===== config.mk =====
export PLATFORM = sky130hd
export DESIGN_NAME = mem_io_ctrl
export DESIGN_NICKNAME = d
export VERILOG_FILES = /design/src/rtl/mem_io_ctrl.sv
export SDC_FILE = /design/constraint.sdc
export NUM_CORES = 2
export LEC_CHECK = 0
export BUFFER_PORTS_ARGS = -buffer_cell sky130_fd_sc_hd__buf_2
export CORE_UTILIZATION = 54
export DETAILED_ROUTE_END_ITERATION = 10
export PLACE_DENSITY = 0.71
export SYNTH_ARGS = -nofsm -noshare
export SYNTH_HDL_FRONTEND = slang
export SYNTH_SLANG_ARGS = --single-unit

===== constraint.sdc =====
create_clock -name clk -period 2 [get_ports clk]
set_input_delay 0.3 -clock clk [delete_from_list [all_inputs] [get_ports clk]]
set_output_delay 0.3 -clock clk [all_outputs]
set_load 0.02 [all_outputs]

===== src/rtl/mem_io_ctrl.sv =====
`default_nettype none
// ----------------------------------------------------------------------------
// mem_io_ctrl : 256x16 RAM, LED register and synchronised switch port behind
//               the core's mem_cmd bus, with ready handshake and sticky error.
// Revision    : 1.0
// ----------------------------------------------------------------------------
module mem_io_ctrl #(
  parameter int                DATA_W    = 16,
  parameter int                ADDR_W    = 9,
  parameter int                RAM_WORDS = 256,
  parameter logic [ADDR_W-1:0] LED_ADDR  = 9'h100,
  parameter logic [ADDR_W-1:0] SW_ADDR   = 9'h140
) (
  input  logic              clk,
  input  logic              reset,
  input  logic [1:0]        mem_cmd,
  input  logic [ADDR_W-1:0] mem_addr,
  input  logic [DATA_W-1:0] din,
  input  logic [7:0]        sw,
  output logic [DATA_W-1:0] mdata,
  output logic [7:0]        led,
  output logic              mem_ready,
  output logic              err
);

  localparam int                RAM_AW    = $clog2(RAM_WORDS);
  localparam logic [ADDR_W-1:0] RAM_LIMIT = ADDR_W'(RAM_WORDS);

  localparam logic [1:0] CMD_NONE  = 2'b00;
  localparam logic [1:0] CMD_READ  = 2'b01;
  localparam logic [1:0] CMD_WRITE = 2'b10;

  localparam logic [1:0] S_IDLE   = 2'd0;
  localparam logic [1:0] S_RVALID = 2'd1;
  localparam logic [1:0] S_WDONE  = 2'd2;

  logic [DATA_W-1:0] ram [RAM_WORDS];

  logic [1:0]        state_q, state_d;
  logic [DATA_W-1:0] mdata_q, mdata_d;
  logic [7:0]        led_q, led_d;
  logic              ready_q, ready_d;
  logic              err_q, err_d;
  logic [ADDR_W-1:0] last_addr_q, last_addr_d;
  logic [7:0]        sw_sync1_q, sw_sync1_d;
  logic [7:0]        sw_sync2_q, sw_sync2_d;

  logic              hit_ram, hit_led, hit_sw;
  logic [RAM_AW-1:0] ram_idx;
  logic              ram_we;

  always_comb begin
    hit_ram     = (mem_addr < RAM_LIMIT);
    hit_led     = (mem_addr == LED_ADDR);
    hit_sw      = (mem_addr == SW_ADDR);
    ram_idx     = mem_addr[RAM_AW-1:0];
    ram_we      = 1'b0;
    state_d     = state_q;
    mdata_d     = mdata_q;
    led_d       = led_q;
    ready_d     = ready_q;
    err_d       = err_q;
    last_addr_d = last_addr_q;
    sw_sync1_d  = sw;
    sw_sync2_d  = sw_sync1_q;

    case (mem_cmd)
      CMD_READ: begin
        if (hit_ram) begin
          mdata_d = ram[ram_idx];
        end else if (hit_sw) begin
          mdata_d = {{(DATA_W-8){1'b0}}, sw_sync2_q};
        end else begin
          mdata_d = '0;
          err_d   = 1'b1;
        end
        // An address change inside a read burst costs one not-ready cycle.
        ready_d     = (state_q != S_RVALID) || (mem_addr == last_addr_q);
        last_addr_d = mem_addr;
        state_d     = S_RVALID;
      end
      CMD_WRITE: begin
        if (hit_ram) begin
          ram_we  = 1'b1;
          ready_d = 1'b1;
          state_d = S_WDONE;
        end else if (hit_led) begin
          led_d   = din[7:0];
          ready_d = 1'b1;
          state_d = S_WDONE;
        end else begin
          err_d = 1'b1;
        end
      end
      CMD_NONE: begin
        ready_d = 1'b0;
        state_d = S_IDLE;
      end
      default: begin
        ready_d = 1'b0;
        err_d   = 1'b1;
        state_d = S_IDLE;
      end
    endcase
  end

  always_ff @(posedge clk or negedge reset) begin
    if (!reset) begin
      state_q     <= S_IDLE;
      mdata_q     <= '0;
      led_q       <= '0;
      ready_q     <= 1'b0;
      err_q       <= 1'b0;
      last_addr_q <= '0;
      sw_sync1_q  <= '0;
      sw_sync2_q  <= '0;
    end else begin
      state_q     <= state_d;
      mdata_q     <= mdata_d;
      led_q       <= led_d;
      ready_q     <= ready_d;
      err_q       <= err_d;
      last_addr_q <= last_addr_d;
      sw_sync1_q  <= sw_sync1_d;
      sw_sync2_q  <= sw_sync2_d;
    end
  end

  // RAM is never cleared; gating on reset keeps an aborted access from writing.
  always_ff @(posedge clk) begin
    if (reset && ram_we) begin
      ram[ram_idx] <= din;
    end
  end

  assign mdata     = mdata_q;
  assign led       = led_q;
  assign mem_ready = ready_q;
  assign err       = err_q;

endmodule
`default_nettype wire


==> run summary <==
HPWL after detailed placement: 334000 um
Max Slew Vio Count: 0
dpl cells: 12200
average wire per standard cell: 39.1 um
outcome: complete, but fails checks
Synth cell types: 78
IO Count: 63
first-pass GRT wire length: 699000 um
FF+latch count, synth: 4149
Setup WS post-layout: -0.522 ns
clk buf depth: 4
Layout Cells excl Fill: 13000
CP Launch Type: flip-flop
Syn Nets: 7231
vias in the first global route: 86700
clk slew on worst S/H paths: 0.06 ns
RSZ-0062 raised after global routing: yes
Cells after Synth: 7191
Cell Pwr Density: 943 mW/mm2
I/O Buffers: 62
Post-synth top flop: edfxtp_1
Core Area: 0.294 mm2
Layout Nets: 8771
# rows: 199
Final Skew: 0.0705 ns
Rel. slew slack: 29.6%
post-synthesis sequential area ratio: 77.8%
area grow syn2layout: 23.1%
First DRT Iteration DRCs: 14900
Final Hold Viols: 0
worst hold slack: 0.0358 ns
FFs w/ async S/R, synth: 1.28%
critical path peak fanout: 1
WL final: 509000 um
latest clock arrival within the worst-skew pair: 1.02 ns
share of cells above drive strength 1: 39.6%
failing checks: design-rule violations, negative setup slack
post-route ant nets: 0
Final Critical Period: 2.52 ns
htree depth: 5
worst min path class: input port to flip-flop
leak pwr: 64.1 nW
via/cell ratio: 6.78
final setup TNS: -6.29 ns
starting density of the core: 54.3%
CTS tree: yes
worst path arrival time: 3.36 ns
initial antenna violation count: 28
Num CTS Buffers: 413
CP Capture Type: flip-flop
peak supply drop: 0.00115 V
via count: 88200
die footprint: 0.298 mm2
gpl congestion: 1.01
Final Cell Area: 0.197 mm2
total gr overflow: 0
Avg Synthesized Cell Area: 22.2 um2
Setup Fix Bufs, Post-CTS: 0
DR pass1 iterations: 11
Worst Tran Pin Value: 1.06 ns
largest net degree at the start of global routing: 90
Mapped Area: 0.160 mm2
Die Ht: 546 um
f_max: 397 MHz
Chip Width: 546 um
Worst Path Required: 2.84 ns
WS Path Type: flip-flop to flip-flop
Max Cap Violations: 0
drc violations: 8
clock sinks: 4149
root buffer cell: clkbuf_16
final setup fails: 28
placed instance area: 0.182 mm2
YS warnings: 0
EDFF count, synth: 4096
Tcrit/Tclk final: 126%
overall global routing resource usage: 34.2%
-- critical path, stage by stage (launching register included) --
cell and delay, ns:
edfxtp_1 0.38, mux4_2 0.47, a221o_1 0.38, o21ai_2 0.14
a41oi_2 0.17, o31ai_1 0.11, buf_4 0.22, nor4b_4 0.22
buf_4 0.20, o31ai_1 0.07
-- metal layers --
layer / vias to the layer above / track usage, % / routed length, um
li1: 33600 / - / -
met3: 1312 / 9.37 / 65000
met2: 6864 / 51.6 / 231000
met4: 14 / 19.5 / 35900
met1: 46400 / 45.5 / 177000
met5: - / 0 / 98
-- worst paths after layout --
path | end | start | cells after the start | slack [ns]
worst max-delay path | mdata[4]$_DFFE_PN0P_ | ram[33][4]$_DFFE_PP_ | 9 | -0.52
worst min-delay path | ram[180][3]$_DFFE_PP_ | din[3] | 1 | 0.04
worst max register to register | mdata[4]$_DFFE_PN0P_ | ram[33][4]$_DFFE_PP_ | 9 | -0.52
worst min register to register | sw_sync2_q[3]$_DFF_PN0_ | sw_sync1_q[3]$_DFF_PN0_ | 0 | 0.34
max in group asynchronous | mdata[2]$_DFFE_PN0P_ | reset | 5 | 0.35
min in group asynchronous | led[4]$_DFFE_PN0P_ | reset | 4 | 0.50
-- logic make-up (layout without fill, tap and decap cells) --
group | Yosys count | in the layout | synth area share, %
AO/OA/AOI/OAI | 522 | 522 | 2.31
other | 0 | 8 | 0
flip-flops | 4149 | 4149 | 77.8
buffers and inverters | 439 | 2334 | 1.46
XOR/XNOR | 9 | 9 | 0.0494
multiplexers | 1335 | 1335 | 16.3
AND/OR/NAND/NOR | 734 | 734 | 2.04
adder cells (fa/ha/maj) | 3 | 3 | 0.0235
-- cells in the final DEF, fill, tap and decap left out, types with 44 or more instances in the layout --
cell type | synthesis | final
a22oi_1 | 124 | 114
edfxtp_1 | 4096 | 4096
a21oi_1 | 72 | 67
nor2_1 | 357 | 85
nor2_4 | 0 | 219
buf_4 | 73 | 979
o21ai_0 | 64 | 54
clkinv_1 | 1 | 101
mux2i_1 | 281 | 276
clkbuf_1 | 120 | 88
clkbuf_16 | 0 | 414
clkinv_2 | 0 | 66
mux2_2 | 48 | 44
o22ai_1 | 66 | 60
mux4_2 | 1006 | 1006
nand2_1 | 166 | 144
buf_12 | 0 | 467
nor2_2 | 0 | 53
-- registers in the layout, summed over array words and instances (netlist names) --
name         count
sw_sync1_q       8
err              1
state_q          2
mem_ready        1
last_addr_q      9
led              8
ram           4096
mdata           16
sw_sync2_q       8
-- timing repair --
item	CTS	global route
hold buffers	35	0
hold endpoints to repair	626	0
pin swaps	57	19
resized for setup	178	36
setup endpoints to repair	302	26
-- power breakdown --
| part | switching (mW) | internal, mW |
|---|---|---|
| sequential | 0.235 | 95.6 |
| clock | 33.8 | 44.1 |
| combinational | 7.16 | 4.53 |
| total | 41.2 | 144 |
-- area by class of cell --
cell class	instances	area, um2
sequential	4149	124000
fill	17900	97500
multi-input combinational	2603	35900
timing repair buffer	1546	17700
clock buffer	511	10800
tap	3919	4900
clock inverter	259	2800
inverter	18	95.1
antenna	8	20.0
-- metrics by stage --
stage               power [mW]  utilization (%)  worst slack [ns]
finish                     185             66.8            -0.522
CTS                        185             66.8            -0.517
global route               189             66.8            -0.546
detailed placement         109             61.8             -1.83
global placement           108             61.8             -1.80
floorplan                  102                -            -0.491
-- Yosys cell counts, types with 53 or more instances --
cell type | instances | area [um2]
edfxtp_1 | 4096 | 123000
clkbuf_1 | 120 | 450
mux4_2 | 1006 | 22700
buf_2 | 171 | 856
o21ai_0 | 64 | 320
dfrtp_1 | 53 | 1330
buf_4 | 73 | 548
nor2_1 | 357 | 1340
mux2i_1 | 281 | 2810
nand2_1 | 166 | 623
a22oi_1 | 124 | 931
nand3_1 | 54 | 270
o22ai_1 | 66 | 413
a21oi_1 | 72 | 360
(Power assumes the default switching activity.)
